--- config.mk ---
export PLATFORM = sky130hd
export DESIGN_NAME = dp_bank_arbiter
export DESIGN_NICKNAME = d
export VERILOG_FILES = /design/src/rtl/dp_bank_arbiter.sv
export SDC_FILE = /design/constraint.sdc
export NUM_CORES = 1
export LEC_CHECK = 0
export ABC_AREA = 1
export CELL_PAD_IN_SITES_DETAIL_PLACEMENT = 1
export CELL_PAD_IN_SITES_GLOBAL_PLACEMENT = 2
export CORE_MARGIN = 1.5
export CORE_UTILIZATION = 21
export CTS_BUF_LIST = sky130_fd_sc_hd__clkbuf_4
export CTS_CLUSTER_DIAMETER = 80
export DETAILED_ROUTE_END_ITERATION = 10
export PLACE_DENSITY = 0.8
export SLEW_MARGIN = 20
export SYNTH_ARGS = -nofsm -noshare
export SYNTH_HDL_FRONTEND = slang
export SYNTH_SLANG_ARGS = --single-unit
--- constraint.sdc ---
create_clock -name clk -period 1.3 [get_ports clk]
set_input_delay 0.13 -clock clk [delete_from_list [all_inputs] [get_ports clk]]
set_output_delay 0.13 -clock clk [all_outputs]
set_load 0.02 [all_outputs]
--- src/rtl/dp_bank_arbiter.sv ---
// Dual-port bank arbiter: splits A/B requests into bank/row and grants same-bank conflicts round-robin.
// Define ARB_CONFLICT_CNT_EN to add the saturating conflict_cnt output.
module dp_bank_arbiter #(
  parameter int ADDR_W   = 8,
  parameter int A        = 2,
  parameter int NUM_BANK = 4,
  parameter int DATA_W   = 8
) (
  input  logic                clk,
  input  logic                rst,
  input  logic                a_valid,
  output logic                a_ready,
  input  logic                a_we,
  input  logic [ADDR_W-1:0]   a_addr,
  input  logic [DATA_W-1:0]   a_wdata,
  input  logic                b_valid,
  output logic                b_ready,
  input  logic                b_we,
  input  logic [ADDR_W-1:0]   b_addr,
  input  logic [DATA_W-1:0]   b_wdata,
  output logic                a_iss_vld,
  output logic [A-1:0]        a_iss_bank,
  output logic [ADDR_W-A-1:0] a_iss_row,
  output logic                a_iss_we,
  output logic [DATA_W-1:0]   a_iss_wdata,
  output logic                b_iss_vld,
  output logic [A-1:0]        b_iss_bank,
  output logic [ADDR_W-A-1:0] b_iss_row,
  output logic                b_iss_we,
  output logic [DATA_W-1:0]   b_iss_wdata
`ifdef ARB_CONFLICT_CNT_EN
  ,
  output logic [15:0]         conflict_cnt
`endif
);

  localparam int ROW_W = ADDR_W - A;

  typedef enum logic {
    PRIO_A = 1'b0,
    PRIO_B = 1'b1
  } prio_t;

  prio_t prio_reg, prio_next;

  // Index 0 is port A, index 1 is port B throughout.
  logic [1:0]        req_vld;
  logic [1:0]        req_we;
  logic [1:0]        grant;
  logic [ADDR_W-1:0] req_addr  [2];
  logic [DATA_W-1:0] req_wdata [2];
  logic [A-1:0]      req_bank  [2];
  logic [ROW_W-1:0]  req_row   [2];
  logic              conflict;

  if (NUM_BANK != 2 ** A) begin : gen_bad_cfg
    $error("NUM_BANK must equal 2**A");
  end

  assign req_vld      = {b_valid, a_valid};
  assign req_we       = {b_we, a_we};
  assign req_addr[0]  = a_addr;
  assign req_addr[1]  = b_addr;
  assign req_wdata[0] = a_wdata;
  assign req_wdata[1] = b_wdata;

  // Read/read on the same bank also counts: the bank has a single access slot per cycle.
  assign conflict = req_vld[0] & req_vld[1] & (req_bank[0] == req_bank[1]);

  always_ff @(posedge clk) begin
    if (rst) begin
      prio_reg <= PRIO_A;
    end else begin
      prio_reg <= prio_next;
    end
  end

  always_comb begin
    prio_next = prio_reg;
    grant     = 2'b00;
    if (!rst) begin
      grant = req_vld;
      if (conflict) begin
        // The loser of this conflict owns priority for the next one.
        if (prio_reg == PRIO_A) begin
          grant     = 2'b01;
          prio_next = PRIO_B;
        end else begin
          grant     = 2'b10;
          prio_next = PRIO_A;
        end
      end
    end
  end

  assign a_ready = grant[0];
  assign b_ready = grant[1];

  for (genvar gi = 0; gi < 2; gi++) begin : gen_port
    logic              vld_reg;
    logic [A-1:0]      bank_reg;
    logic [ROW_W-1:0]  row_reg;
    logic              we_reg;
    logic [DATA_W-1:0] wdata_reg;

    assign req_bank[gi] = req_addr[gi][ADDR_W-1 -: A];
    assign req_row[gi]  = req_addr[gi][ROW_W-1:0];

    // Payload holds its last captured value when nothing transfers.
    always_ff @(posedge clk) begin
      if (rst) begin
        vld_reg   <= 1'b0;
        bank_reg  <= '0;
        row_reg   <= '0;
        we_reg    <= 1'b0;
        wdata_reg <= '0;
      end else begin
        vld_reg <= grant[gi];
        if (grant[gi]) begin
          bank_reg  <= req_bank[gi];
          row_reg   <= req_row[gi];
          we_reg    <= req_we[gi];
          wdata_reg <= req_wdata[gi];
        end
      end
    end
  end

  assign a_iss_vld   = gen_port[0].vld_reg;
  assign a_iss_bank  = gen_port[0].bank_reg;
  assign a_iss_row   = gen_port[0].row_reg;
  assign a_iss_we    = gen_port[0].we_reg;
  assign a_iss_wdata = gen_port[0].wdata_reg;
  assign b_iss_vld   = gen_port[1].vld_reg;
  assign b_iss_bank  = gen_port[1].bank_reg;
  assign b_iss_row   = gen_port[1].row_reg;
  assign b_iss_we    = gen_port[1].we_reg;
  assign b_iss_wdata = gen_port[1].wdata_reg;

`ifdef ARB_CONFLICT_CNT_EN
  logic [15:0] cnt_reg;

  always_ff @(posedge clk) begin
    if (rst) begin
      cnt_reg <= 16'h0000;
    end else if (conflict && cnt_reg != 16'hFFFF) begin
      cnt_reg <= cnt_reg + 16'h0001;
    end
  end

  assign conflict_cnt = cnt_reg;
`endif

endmodule
Yosys cells after proc, flatten, opt, wreduce, memory -nomap -nowiden --
Cells that the tools add are included.
Word-level totals: register bits after elaboration 37, logic and storage cells 18
Cells by class: eq/ne operators 1, mux-type cells 4, bitwise operators 2
Operators with widths (number):
- 2-to-1 mux 2 bit | 3
- AND 1 bit | 2
- equality test 2 bit | 1
- 2-to-1 mux 1 bit | 1

Longest topological paths before layout --
depth in word-level cells 4, gate-level depth with buffers 10, depth with buffers taken out 9

Worst setup path after synthesis --
Ideal clock, no wire load.
path type input to output, from input port a_addr[6], to output port a_ready, data arrival time 1.144 ns, slack 0.026 ns, stages on the path 7, path through inv_1 -> nand2_1 -> nand2_1 -> nor2_1 -> nand3_4 -> buf_2 -> a21oi_1
Between the ends: word-level cells in the longest chain between the ends 4
Ends and longest elaborated chain:
- start, declared | RTL line 14 | input logic [ADDR_W-1:0] a_addr,
- equality test 2 bit | RTL line 68 | assign conflict = req_vld[0] & req_vld[1] & (req_bank[0] == req_bank[1]);
- AND 1 bit | RTL line 68
- 2-to-1 mux 2 bit | RTL line 83 | if (conflict) begin
- 2-to-1 mux 2 bit | RTL line 81 | if (!rst) begin
- end, declared | RTL line 12 | output logic a_ready,
No other way between the ends.

Worst setup path in the final report --
from register prio_reg, to output port a_ready
Between the ends: word-level cells in the longest chain between the ends 3
Ends and longest elaborated chain:
- start, declared | RTL line 44 | prio_t prio_reg, prio_next;
- start signal, assigned | RTL line 74 | prio_reg <= prio_next;
- 2-to-1 mux 2 bit | RTL line 85 | if (prio_reg == PRIO_A) begin
- 2-to-1 mux 2 bit | RTL line 83
- 2-to-1 mux 2 bit | RTL line 81
No other way between the ends.

==> impl_metrics.yaml <==
run_status:
  outcome: "complete, no violations"
clock_network:
  numCtsBuffers: 5
  clock_latency_ns: 0.34
  cts.clk_slew.worst_paths_ns: 0.11
  cts_max_level: 2
  cts_buffer_depth: 2
  cts_tree: "built"
  root_buffer: "clkbuf_4"
  cts_hold_buf: 0
  clock_sink_count: 37
timing:
  timing.final.crit_share: 0.962
  setup_viol: 0
  tightest_slew_ns: 0.263
  fmax_mhz: 800
  finalSetupTns_ns: 0
  finalHoldViolCount: 0
  worst_slack_ns: 0.0496
  drv_slew: 0
  finClkSkew_ns: 0.00317
  min_period_ns: 1.25
  rsz0062_at_grt: "yes"
  holdWs_ns: 0.0777
  relSlewSlack: 0.824
pwr:
  leakagePower_nw: 1.32
  peakVddDrop_uv: 293
  pwr_density_cell_nw_per_um2: 983
cells_and_area:
  num_antenna_cells: 0
  drive_gt1_frac: 0.152
  syn2layout_area_growth_pct: 62.7
  fill_cells: 899
  fin_cells: 409
  final_cell_mix: "nand2_1, dlygate4sd2_1, nor2_1"
  final_common_cell: "nand2_1"
  multi_input_area_um2: 663
  num-nets-final: 347
  regArea_um2: 742
die:
  die_area_um2: 8000
  std_cell_rows: 31
  fp.coreArea_um2: 7250
  ios: 76
  die_h_um: 89.5
  die_x_um: 89.5
  start_util: 0.216
placement:
  dp_slack_ns: -0.750
  dp.cells: 399
  hpwl_um: 3350
  place_congestion: 0.678
  numPortBuffers: 75
worst_setup_path:
  cp_cell_sequence: "inv_2 > nand3_4 > a21oi_2 > buf_6"
  end_kind: "primary output"
  start_kind: "register"
  worstPathMaxFanout: 4
  path_class: "reg -> out"
  slowest_delay_ns: 0.34
  required_ns: 1.17
  worstPathArrival_ns: 1.12
  cp_slowest_cell: "dfxtp_2"
yosys:
  syn-num-nets: 259
  ys_warn_count: 0
  yosysSeqAreaShare: 0.472
  synth_top_cell_area_share: 0.472
  ys_ff_latch: 37
  netlist_instances: 221
  synth_area_um2: 1570
  syn_avg_cell_area_um2: 7.11
  synth_cell_type_count: 17
  yosysTopAreaCell: "dfxtp_1"
  synth_area_leaders: "dfxtp_1, nand2_1, nor2_1"
routing:
  ant_nets: 0
  dr.pass1.iters: 3
  wire_per_inst_um: 11.0
  drtIter0Drc: 23
  wl_um: 4510
  vias_per_cell: 3.91
  num_vias: 1601
  drc: 0
global_route:
  grt_pass1_vias: 1619
  grt_util_met3: 0.0379
  gr-usage-met1: 0.124
  grt_use_total: 0.116
  grt_pass1_wl_um: 7110
  antenna_found_initial: 0
  busiest_layer: "met2"
  grt_max_degree: 24
  use_met2: 0.214
  overflow: 0
flow_run:
  max_cap_viol_count: 0
worst_hold_path:
  hold_path.class: "in -> reg"
==> worst paths after layout <==
path / from / to / slack, ns / cells after the start
hold reg to reg: b_iss_bank[0] / b_iss_bank[0] / 0.46 / 2
setup reg to reg: prio_reg / a_iss_row[0] / 0.12 / 8
hold / removal: b_addr[6] / b_iss_bank[0] / 0.08 / 3
setup / recovery: prio_reg / a_ready / 0.05 / 4
==> layer usage <==
metal,vias up,wire length [um]
li1,831,-
met1,711,2110
met2,53,2030
met3,6,298
met4,0,68
met5,-,0
==> synthesized netlist by cell type, drive strengths merged <==
cell type and count:
inv 30, o21ai 1, a21oi 15, nand3 14, nand2 65, nor2 47, clkbuf 3, buf 8
o21bai 1, dfxtp 37
==> layout make-up <==
class | count | share of cell area
clock inverter | 3 | 0.00490
inverter | 30 | 0.0441
sequential | 37 | 0.290
timing repair buffer | 92 | 0.338
tap | 99 | 0.0485
clock buffer | 5 | 0.0147
multi-input combinational | 143 | 0.260
==> cell families (layout without fill, tap and decap cells) <==
group,count (synthesis),in the layout,synth area share
AO/OA/AOI/OAI,17,17,0.0629
buffers and inverters,41,130,0.123
AND/OR/NAND/NOR,126,126,0.343
flip-flops,37,37,0.472
==> power breakdown <==
part           switching [W]  internal, W
Combinational       0.000348     0.000314
Sequential         0.0000408      0.00122
Clock               0.000394     0.000196
Total               0.000783      0.00173
==> worst max-delay path, delay by kind of cell, from the launching register on <==
| family | cells | cell delay [ns] |
|---|---|---|
| DFF | 1 | 0.34 |
| buffers and inverters | 2 | 0.20 |
| AOI/OAI and AO/OA | 1 | 0.16 |
| and+or+nand+nor | 1 | 0.09 |
==> through the flow <==
stage / cell area [um2] / power, W / utilization
after CTS: 2550 / 0.00258 / 0.351
after global placement: 2510 / 0.00200 / 0.347
final: 2550 / 0.00251 / 0.352
after detailed placement: 2510 / 0.00201 / 0.347
after floorplan: 1570 / 0.00163 / -
after global routing: 2550 / 0.00269 / 0.352
==> timing repair <==
item,4_1_cts,5_1_grt
gates resized for setup,63,3
hold endpoints to repair,0,0
cloned,0,0
endpoints found under the setup margin,72,7
setup buffers,1,1
pin swaps,5,3
Power figures use the tool's default switching activity.
==> variant (same settings) <==
Add a define of `ARB_CONFLICT_CNT_EN`.
--- a/src/rtl/dp_bank_arbiter.sv
+++ b/src/rtl/dp_bank_arbiter.sv
@@ -1,5 +1,7 @@
 // Dual-port bank arbiter: splits A/B requests into bank/row and grants same-bank conflicts round-robin.
 // Define ARB_CONFLICT_CNT_EN to add the saturating conflict_cnt output.
+`define ARB_CONFLICT_CNT_EN
+
 module dp_bank_arbiter #(
   parameter int ADDR_W   = 8,
   parameter int A        = 2,
Behaviour (old outputs only; new: conflict_cnt): unchanged (Yosys induction, for registers that start in step).
==> variant against the unedited design <==
- the flow now finishes with violations (negative setup slack)
- synthesized area up 58%
- worst setup slack worse by 0.10 ns
- via count up 73%
- routed wire length up 87%
- global-route usage up 2.2 points
- total power up 31%
- register-to-register slack worse by 0.17 ns
- final area up 64%
- sequential cell count up 16
- largest power group unchanged
- highest routed layer unchanged
==> variant: results (changes against the unedited design) <==
Ranked by instance count, the synthesized netlist is headed by sky130_fd_sc_hd__nand2_1, sky130_fd_sc_hd__nor2_1, sky130_fd_sc_hd__dfxtp_1, sky130_fd_sc_hd__inv_1, sky130_fd_sc_hd__a21oi_1. The met1 demand-to-capacity share in global routing is 17.0% (+4.7 points). The worst hold-check slack is 0.150 ns (+0.0719 ns). The placed cell count is 635 (+59%). The depth of the worst register-to-register path came out at 9 (+1).

The global-route wire length before repair came to 14,100 um (+98%). The final weighted congestion of routability-driven global placement was 0.736 (+8.5%). The count of distinct cell types in the synthesized netlist came out at 21 (+4).

The final reports fail on negative setup slack. The met3 wire length is 337 um (+13%). The endpoint identified for the worst register-to-register timing path is conflict_cnt[10]$_SDFFE_PP0P_. The power density over the cells is 786 mW/mm^2 (-20%). The initial DRC count came to 78 (+240%). The largest stage delay on the critical path is 0.38 ns (+0.04 ns). The placed wire-length estimate was 6150 um (+83%). The worst voltage drop across the vdd grid came out at 408 uV (+39%). The quantity of I/O buffers inserted on ports came out at 91 (+21%). The total cell area at the placement stage is 0.00394 mm^2 (+57%). The post-detailed-route wirelength per cell is 12.9 um (+17%). The maximum net fanout on the critical path is 8 (+4). Yosys attributes the largest share of cell area to sky130_fd_sc_hd__dfxtp_1, sky130_fd_sc_hd__nand2_1, sky130_fd_sc_hd__nor2_1, sky130_fd_sc_hd__a21oi_1, sky130_fd_sc_hd__inv_1. The pre-CTS setup slack was -0.725 ns (+0.0254 ns). The number of setup violations in the final report is 13 (+13). Grouping stages by cell kind, the critical path spends the most delay in simple AND/OR/NAND/NOR gates. The final worst slack is -0.0515 ns (-0.101 ns).

The most critical setup path has its startpoint at conflict_cnt[1]$_SDFFE_PP0P_. The number of global-route vias before repair is 2,904 (+79%). The run finished, with violations left. The total vias in the final route is 2,765 (+73%).

The sum of negative setup slack came out at -0.379 ns (-0.379 ns). The share of synthesized area occupied by flip-flops and latches came out at 42.9% (-4.3 points). The global routing usage on met2 is 25.0% (+3.6 points). The clock slew at the register clock pins of the worst setup and hold paths is 0.16 ns (+0.05 ns). The number of nets in the layout came to 549 (+58%). The length of routed wiring on met1 came out at 3790 um (+80%). The number of cells produced by synthesis came out at 368 (+67%).

The slowest stage of the critical path belongs to the cell sky130_fd_sc_hd__dfxtp_4. The clock latency reported for the late side of the worst-skew pair was 0.37 ns (+0.03 ns). The layout filler cell count came to 1,413 (+57%). The largest net degree at the start of global routing came to 25 (+4.2%). The share of layout cells above drive strength 1 came out at 32.5% (+17 points). The detailed route wirelength on metal2 is 4220 um (+110%).
## variant: cell types whose count changed in the layout (fill, tap and decap cells not counted), moves of 9 or more
cell,delta
sky130_fd_sc_hd__nand2_2,+14
sky130_fd_sc_hd__nor2_1,+18
sky130_fd_sc_hd__a21oi_2,+9
sky130_fd_sc_hd__dfxtp_2,+10
sky130_fd_sc_hd__nand2_1,+37
sky130_fd_sc_hd__buf_4,+36
sky130_fd_sc_hd__buf_2,+12
## variant: cells by family after synthesis
kind of cell	after synthesis	share of synthesized area (%)
DFF	53	42.9
and+or+nand+nor	226	38.1
xor gates and xnor gates	6	2.12
AOI/OAI and AO/OA	32	6.62
adders and majority gates	1	0.505
buffers and inverters	50	9.76
## variant: worst max path at each step
stage                               endpoint  cells after the start
3_3_place_gp                         a_ready                      8
3_5_place_dp                         a_ready                      8
2_1_floorplan  conflict_cnt[10]$_SDFFE_PP0P_                      8
4_1_cts        conflict_cnt[10]$_SDFFE_PP0P_                      9
5_1_grt        conflict_cnt[15]$_SDFFE_PP0P_                     10
6_report       conflict_cnt[10]$_SDFFE_PP0P_                      9
## variant: power breakdown
part / total, mW / switching [mW] / leakage [nW] / internal, mW
combinational: 0.741 / 0.398 / 1.55 / 0.344
sequential: 1.75 / 0.0443 / 0.446 / 1.70
clock: 0.798 / 0.539 / 0.0367 / 0.259
total: 3.28 / 0.981 / 2.03 / 2.30
## variant: final cells by class
class	instances	share of cell area [%]
tap	143	4.28
inverter	35	3.14
clock buffer	7	1.26
clock inverter	1	0.150
timing repair buffer	150	31.1
sequential	53	26.3
multi-input combinational	265	33.8
## variant: repair_timing
item,CTS,global route
resized for setup,152,33
endpoints found under the setup margin,100,34
pin swaps,23,9
setup buffers,9,2
hold endpoints to repair,0,0
